**src/rtl/ca_run_sequencer.sv**
```systemverilog
// Sequencer for a cellular-automaton array: it assembles a seed from a byte stream,
// then runs the array by single step or free-run, optionally up to a generation limit.
module ca_run_sequencer #(
  parameter  int NUM_CELLS = 128,
  localparam int WIN_W     = (NUM_CELLS > 16) ? $clog2(NUM_CELLS / 16) : 1
) (
  input  logic                 clk,
  input  logic                 rst_n,
  input  logic                 seed_valid,
  input  logic [7:0]           seed_data,
  output logic                 seed_ready,
  input  logic                 start,
  input  logic                 step,
  input  logic                 stop,
  input  logic [15:0]          gen_limit,
  input  logic [7:0]           rate_div,
  output logic                 ca_load,
  output logic [NUM_CELLS-1:0] ca_seed,
  output logic                 ca_advance,
  input  logic [NUM_CELLS-1:0] ca_cells,
  input  logic [WIN_W-1:0]     win_sel,
  output logic [15:0]          win_data,
  output logic [2:0]           state,
  output logic [15:0]          gen_count,
  output logic                 done
);

  localparam int NUM_BYTES = NUM_CELLS / 8;
  localparam int CNT_W     = $clog2(NUM_BYTES + 1);

  typedef enum logic [2:0] {
    S_IDLE    = 3'd0,
    S_LOADING = 3'd1,
    S_ARMED   = 3'd2,
    S_RUN     = 3'd3,
    S_DONE    = 3'd4
  } state_t;

  state_t               cur_state, nxt_state;
  logic [CNT_W-1:0]     byte_cnt, byte_cnt_nxt;
  logic [7:0]           divider, divider_nxt;
  logic [15:0]          gen_count_nxt;
  logic [NUM_CELLS-1:0] ca_seed_nxt;
  logic                 ca_load_nxt, ca_advance_nxt;
  logic                 accept;
  logic [15:0]          gen_inc;

  assign seed_ready = (cur_state != S_RUN);
  assign done       = (cur_state == S_DONE);
  assign state      = cur_state;
  assign accept     = seed_valid && seed_ready;
  assign gen_inc    = gen_count + 16'd1;

  // NOTE: every output of this block gets a default first, so no path can infer a latch.
  always_comb begin
    nxt_state      = cur_state;
    byte_cnt_nxt   = byte_cnt;
    divider_nxt    = divider;
    gen_count_nxt  = gen_count;
    ca_seed_nxt    = ca_seed;
    ca_load_nxt    = 1'b0;
    ca_advance_nxt = 1'b0;

    case (cur_state)
      S_LOADING: begin
        if (accept) begin
          ca_seed_nxt = {ca_seed[NUM_CELLS-9:0], seed_data};
          if (byte_cnt == CNT_W'(NUM_BYTES - 1)) begin
            nxt_state     = S_ARMED;
            byte_cnt_nxt  = '0;
            ca_load_nxt   = 1'b1;
            gen_count_nxt = '0;
          end else begin
            byte_cnt_nxt = byte_cnt + CNT_W'(1);
          end
        end
      end

      S_RUN: begin
        if (stop) begin
          nxt_state = S_ARMED;
        end else if (start) begin
          divider_nxt = '0;
        end else if (divider >= rate_div) begin
          ca_advance_nxt = 1'b1;
          gen_count_nxt  = gen_inc;
          divider_nxt    = '0;
          if (gen_limit != 16'd0 && gen_inc == gen_limit) nxt_state = S_DONE;
        end else begin
          divider_nxt = divider + 8'd1;
        end
      end

      S_IDLE, S_ARMED, S_DONE: begin
        // A new seed byte restarts loading from any resting state; controls wait.
        if (accept) begin
          nxt_state    = S_LOADING;
          byte_cnt_nxt = CNT_W'(1);
          ca_seed_nxt  = {ca_seed[NUM_CELLS-9:0], seed_data};
        end else if (cur_state == S_ARMED) begin
          if (start) begin
            nxt_state   = S_RUN;
            divider_nxt = '0;
          end else if (step) begin
            ca_advance_nxt = 1'b1;
            gen_count_nxt  = gen_inc;
          end
        end else if (cur_state == S_DONE && start) begin
          nxt_state     = S_ARMED;
          ca_load_nxt   = 1'b1;
          gen_count_nxt = '0;
        end
      end

      default: nxt_state = S_IDLE;
    endcase
  end

  // NOTE: state registers use non-blocking assignment so all flops update together.
  always_ff @(posedge clk or negedge rst_n) begin
    if (!rst_n) begin
      cur_state  <= S_IDLE;
      byte_cnt   <= '0;
      divider    <= '0;
      gen_count  <= '0;
      ca_seed    <= '0;
      ca_load    <= 1'b0;
      ca_advance <= 1'b0;
      win_data   <= '0;
    end else begin
      cur_state  <= nxt_state;
      byte_cnt   <= byte_cnt_nxt;
      divider    <= divider_nxt;
      gen_count  <= gen_count_nxt;
      ca_seed    <= ca_seed_nxt;
      ca_load    <= ca_load_nxt;
      ca_advance <= ca_advance_nxt;
      win_data   <= ca_cells[{win_sel, 4'b0000} +: 16];
    end
  end

endmodule

```
**config.mk**
```make
export PLATFORM = sky130hd
export DESIGN_NAME = ca_run_sequencer
export DESIGN_NICKNAME = d
export VERILOG_FILES = /design/src/rtl/ca_run_sequencer.sv
export SDC_FILE = /design/constraint.sdc
export NUM_CORES = 1
export LEC_CHECK = 0
export CAP_MARGIN = 20
export CORE_MARGIN = 8
export CORE_UTILIZATION = 60
export DETAILED_ROUTE_END_ITERATION = 7
export DONT_BUFFER_PORTS = 1
export MAX_ROUTING_LAYER = met4
export PLACE_DENSITY = 0.76
export SKIP_LAST_GASP = 1
export SLEW_MARGIN = 20
export SYNTH_ARGS = -nofsm -noshare
export SYNTH_HDL_FRONTEND = slang
export SYNTH_SLANG_ARGS = --single-unit
```
**constraint.sdc**
```tcl
create_clock -name clk -period 2.9 [get_ports clk]
set_clock_uncertainty 0.05 [all_clocks]
set_input_delay 0.725 -clock clk [delete_from_list [all_inputs] [get_ports clk]]
set_output_delay 0.725 -clock clk [all_outputs]
set_load 0.03 [all_outputs]
```
==> flow_summary_export.csv <==
group,metric,value,unit
synthesis,post-synth-top-count-cell,"dfrtp_1",
setup_path,startpoint_type,"flop",
status,violations,"hold timing",
power_and_ir_drop,power_density,1190,mW/mm^2
floorplanning,row_count,43,
floorplanning,die_width,136,um
global_routing,grt_first_pass_wirelength,35700,um
clocking,clk_path_buf_depth,2,
placement,dpl-instance-area,0.00886,sq mm
placement,place.gp.congestion,0.875,
power_and_ir_drop,comb_power_share,0.209,
global_routing,grt_max_degree,179,
finish,seqCellArea,0.00445,sq mm
setup_path,critPathArrivalTime,2.94,ns
synthesis,synth.area.top_cells,"dfrtp_1 (52%), mux2_2 (19%), mux4_2 (8.4%), ha_1 (1.6%), o21ai_0 (1.6%)",
global_routing,antenna_found_initial,5,
setup_path,path_class,"reg2reg",
power_and_ir_drop,peakVddDrop,793,uV
clocking,cts_sinks,178,
finish,finalNonFillerCells,850,
setup_path,rr_endpoint,"state[0]",
synthesis,synthArstFlopShare,1.00,
clocking,path_clk_slew,0.07,ns
synthesis,synth_cells,653,
setup_path,crit_start,"gen_count[0]",
setup_path,reg2reg_slack,0.25,ns
power_and_ir_drop,switching_share,0.449,
power_and_ir_drop,seq_power_share,0.574,
synthesis,synth_nets,833,
sta,tns,0,ns
sta,drv_slew,0,
synthesis,synth_edf_count,0,
synthesis,syn_area_per_cell,13.2,sq um
setup_path,crit_path_end,"state[0]",
sta,worst_slew_pin_slew,0.742,ns
floorplanning,pin_count,336,
power_and_ir_drop,p_clk_frac,0.218,
sta,fin_crit,2.65,ns
sta,rsz0062_at_grt,"no",
synthesis,ys_seq_area_frac,0.518,
clocking,clk_latency,0.42,ns
power_and_ir_drop,p_sw,5.07,mW
synthesis,yosys.area.top_type,"dfrtp_1",
finish,area_delta_synth_final,10.6,%
drt,drt_iter0_drc,337,
sta,setup_violations,0,
synthesis,synth_seq_cells,178,
drt,ant_nets,0,
synthesis,synth_area,0.00860,sq mm
global_routing,track_usage,0.268,
clocking,cts_buffers,17,
global_routing,grt_overflow_total,0,
sta,timing.fmax,377,MHz
drt,finalWirelength,24000,um
setup_path,rr_worst_depth,8,
clocking,h-tree-depth,4,
finish,nNetsFinal,835,
status,status,"finished with violations",
placement,portBuffers,0,
clocking,post_cts_buffers,0,
min_path,worstHoldPathType,"in2async",
finish,utilization,0.682,
setup_path,crit_fanout,6,
finish,multi_input_area,0.00395,sq mm
clocking,cts_tree,"done",
clocking,post_cts_resized,0,
sta,slew_headroom,0.505,
floorplanning,initial_core_util,0.617,
drt,firstDrtPassIters,5,
synthesis,synth_warnings,0,
job,maxCapViolCount,0,
power_and_ir_drop,leakagePower,4.09,nW
synthesis,yosysUniqueCellTypes,57,
sta,hold_slack,-0.0648,ns
floorplanning,dieArea,0.0184,sq mm
setup_path,cp-end-kind,"flop",
synthesis,synth_common_cells,"dfrtp_1 (178), mux2_2 (144), mux4_2 (32), o21ai_0 (27), nor2_1 (26)",
drt,via_per_inst,6.61,
placement,hpwlAfterDp,18700,um
finish,final_layout_size_suffix_gt1_frac,0.361,
drt,vias,5619,
clocking,root_buffer,"clkbuf_16",
finish,fill_cells,986,
setup_path,r2r-start,"gen_count[0]",
synthesis,synth_top_area_share,0.518,
finish,final_cell_area,0.00951,sq mm
global_routing,grt_pass1_vias,5772,
sta,hold_viol,178,
floorplanning,die_y,136,um
drt,drc_errors,0,
drt,wl_per_cell,28.2,um
sta,period_share,0.915,
floorplanning,core,0.0139,sq mm
synthesis,ys.flop_type,"dfrtp_1",
power_and_ir_drop,p_int,6.22,mW
placement,dp.cells,816,
setup_path,crit_required,3.18,ns
worst min path at each step:
stage / start / end / slack [ns] / cells past startpoint
after global routing: rst_n / ca_seed[113] / -0.09 / 0
after floorplan: rst_n / byte_cnt[0] / 0.38 / 0
after detailed placement: rst_n / ca_seed[113] / 0.38 / 0
after CTS: rst_n / ca_seed[113] / -0.08 / 0
after global placement: rst_n / ca_seed[121] / 0.38 / 0
final: rst_n / ca_seed[114] / -0.06 / 0
sequential cells by signal, summed over array words and instances, names as in the netlist:
| register | count |
|---|---|
| ca_load | 1 |
| ca_advance | 1 |
| divider | 8 |
| state | 3 |
| ca_seed | 128 |
| gen_count | 16 |
| win_data | 16 |
| byte_cnt | 5 |
metrics by stage:
step | worst slack (ns) | power (mW) | hold slack (ns)
3_3_place_gp | 0.131 | 8.72 | 0.384
5_1_grt | 0.0817 | 11.8 | -0.0865
2_1_floorplan | 0.148 | 7.97 | 0.379
4_1_cts | 0.253 | 11.4 | -0.0842
3_5_place_dp | 0.0514 | 8.91 | 0.383
6_report | 0.246 | 11.3 | -0.0648
power groups by stage:
stage          registers [mW]  logic, mW  clock network (mW)
3_3_place_gp             6.50       2.22                   0
4_1_cts                  6.52       2.37                2.50
6_report                 6.48       2.36                2.46
5_1_grt                  6.61       2.57                2.61
3_5_place_dp             6.57       2.34                   0
2_1_floorplan            6.05       1.92                   0
layout make-up:
class                   count  area share
diodes                      2    0.000526
multi-input cells         423       0.415
clock inverters            15      0.0229
well taps                 180      0.0237
inverters                  14     0.00553
clock buffers              17      0.0447
flip-flops and latches    178       0.468
repair buffers             21      0.0192
worst max-delay path: stages (launching register included):
cell	delay (ns)
dfrtp_1	0.37
ha_1	0.26
and3_4	0.28
nand4_4	0.14
or4b_1	0.49
o211a_1	0.12
o22a_1	0.24
o31ai_2	0.35
mux2i_1	0.26
cell families (layout without fill, tap and decap cells):
kind of cell | count (synthesis) | after routing | synth area share
other | 0 | 2 | 0
multiplexers | 178 | 178 | 0.275
adder cells (fa/ha/maj) | 11 | 11 | 0.0160
buffers and inverters | 52 | 67 | 0.0242
XOR/XNOR | 22 | 22 | 0.0224
AND/OR/NAND/NOR | 125 | 125 | 0.0796
AO/OA/AOI/OAI | 87 | 87 | 0.0648
flip-flops | 178 | 178 | 0.518
cell usage in the layout, fill, tap and decap left out, types with 3 or more instances in the layout:
cell	instances
nor3_1	5
a21oi_1	14
nand3_1	19
buf_4	19
a21o_1	7
inv_8	4
dfrtp_1	178
a31oi_1	3
xor2_1	7
and3_1	10
nor3b_1	4
nor4_1	5
mux4_2	32
o21ai_0	27
nand2b_1	5
and2_1	3
nand2_1	25
o31ai_1	12
mux2_2	144
nor2b_1	3
inv_1	14
nor2_1	26
o41ai_1	3
nand4_1	3
xnor2_1	15
ha_1	11
clkbuf_16	17
o21bai_1	4
bufinv_16	3
inv_6	3
per-layer routing:
layer,global-route usage,routed length (um)
met2,0.443,12500
met5,-,0
met4,0.0962,540
met1,0.285,8570
met3,0.107,2370
No activity file was read; power rests on OpenSTA's default activity.
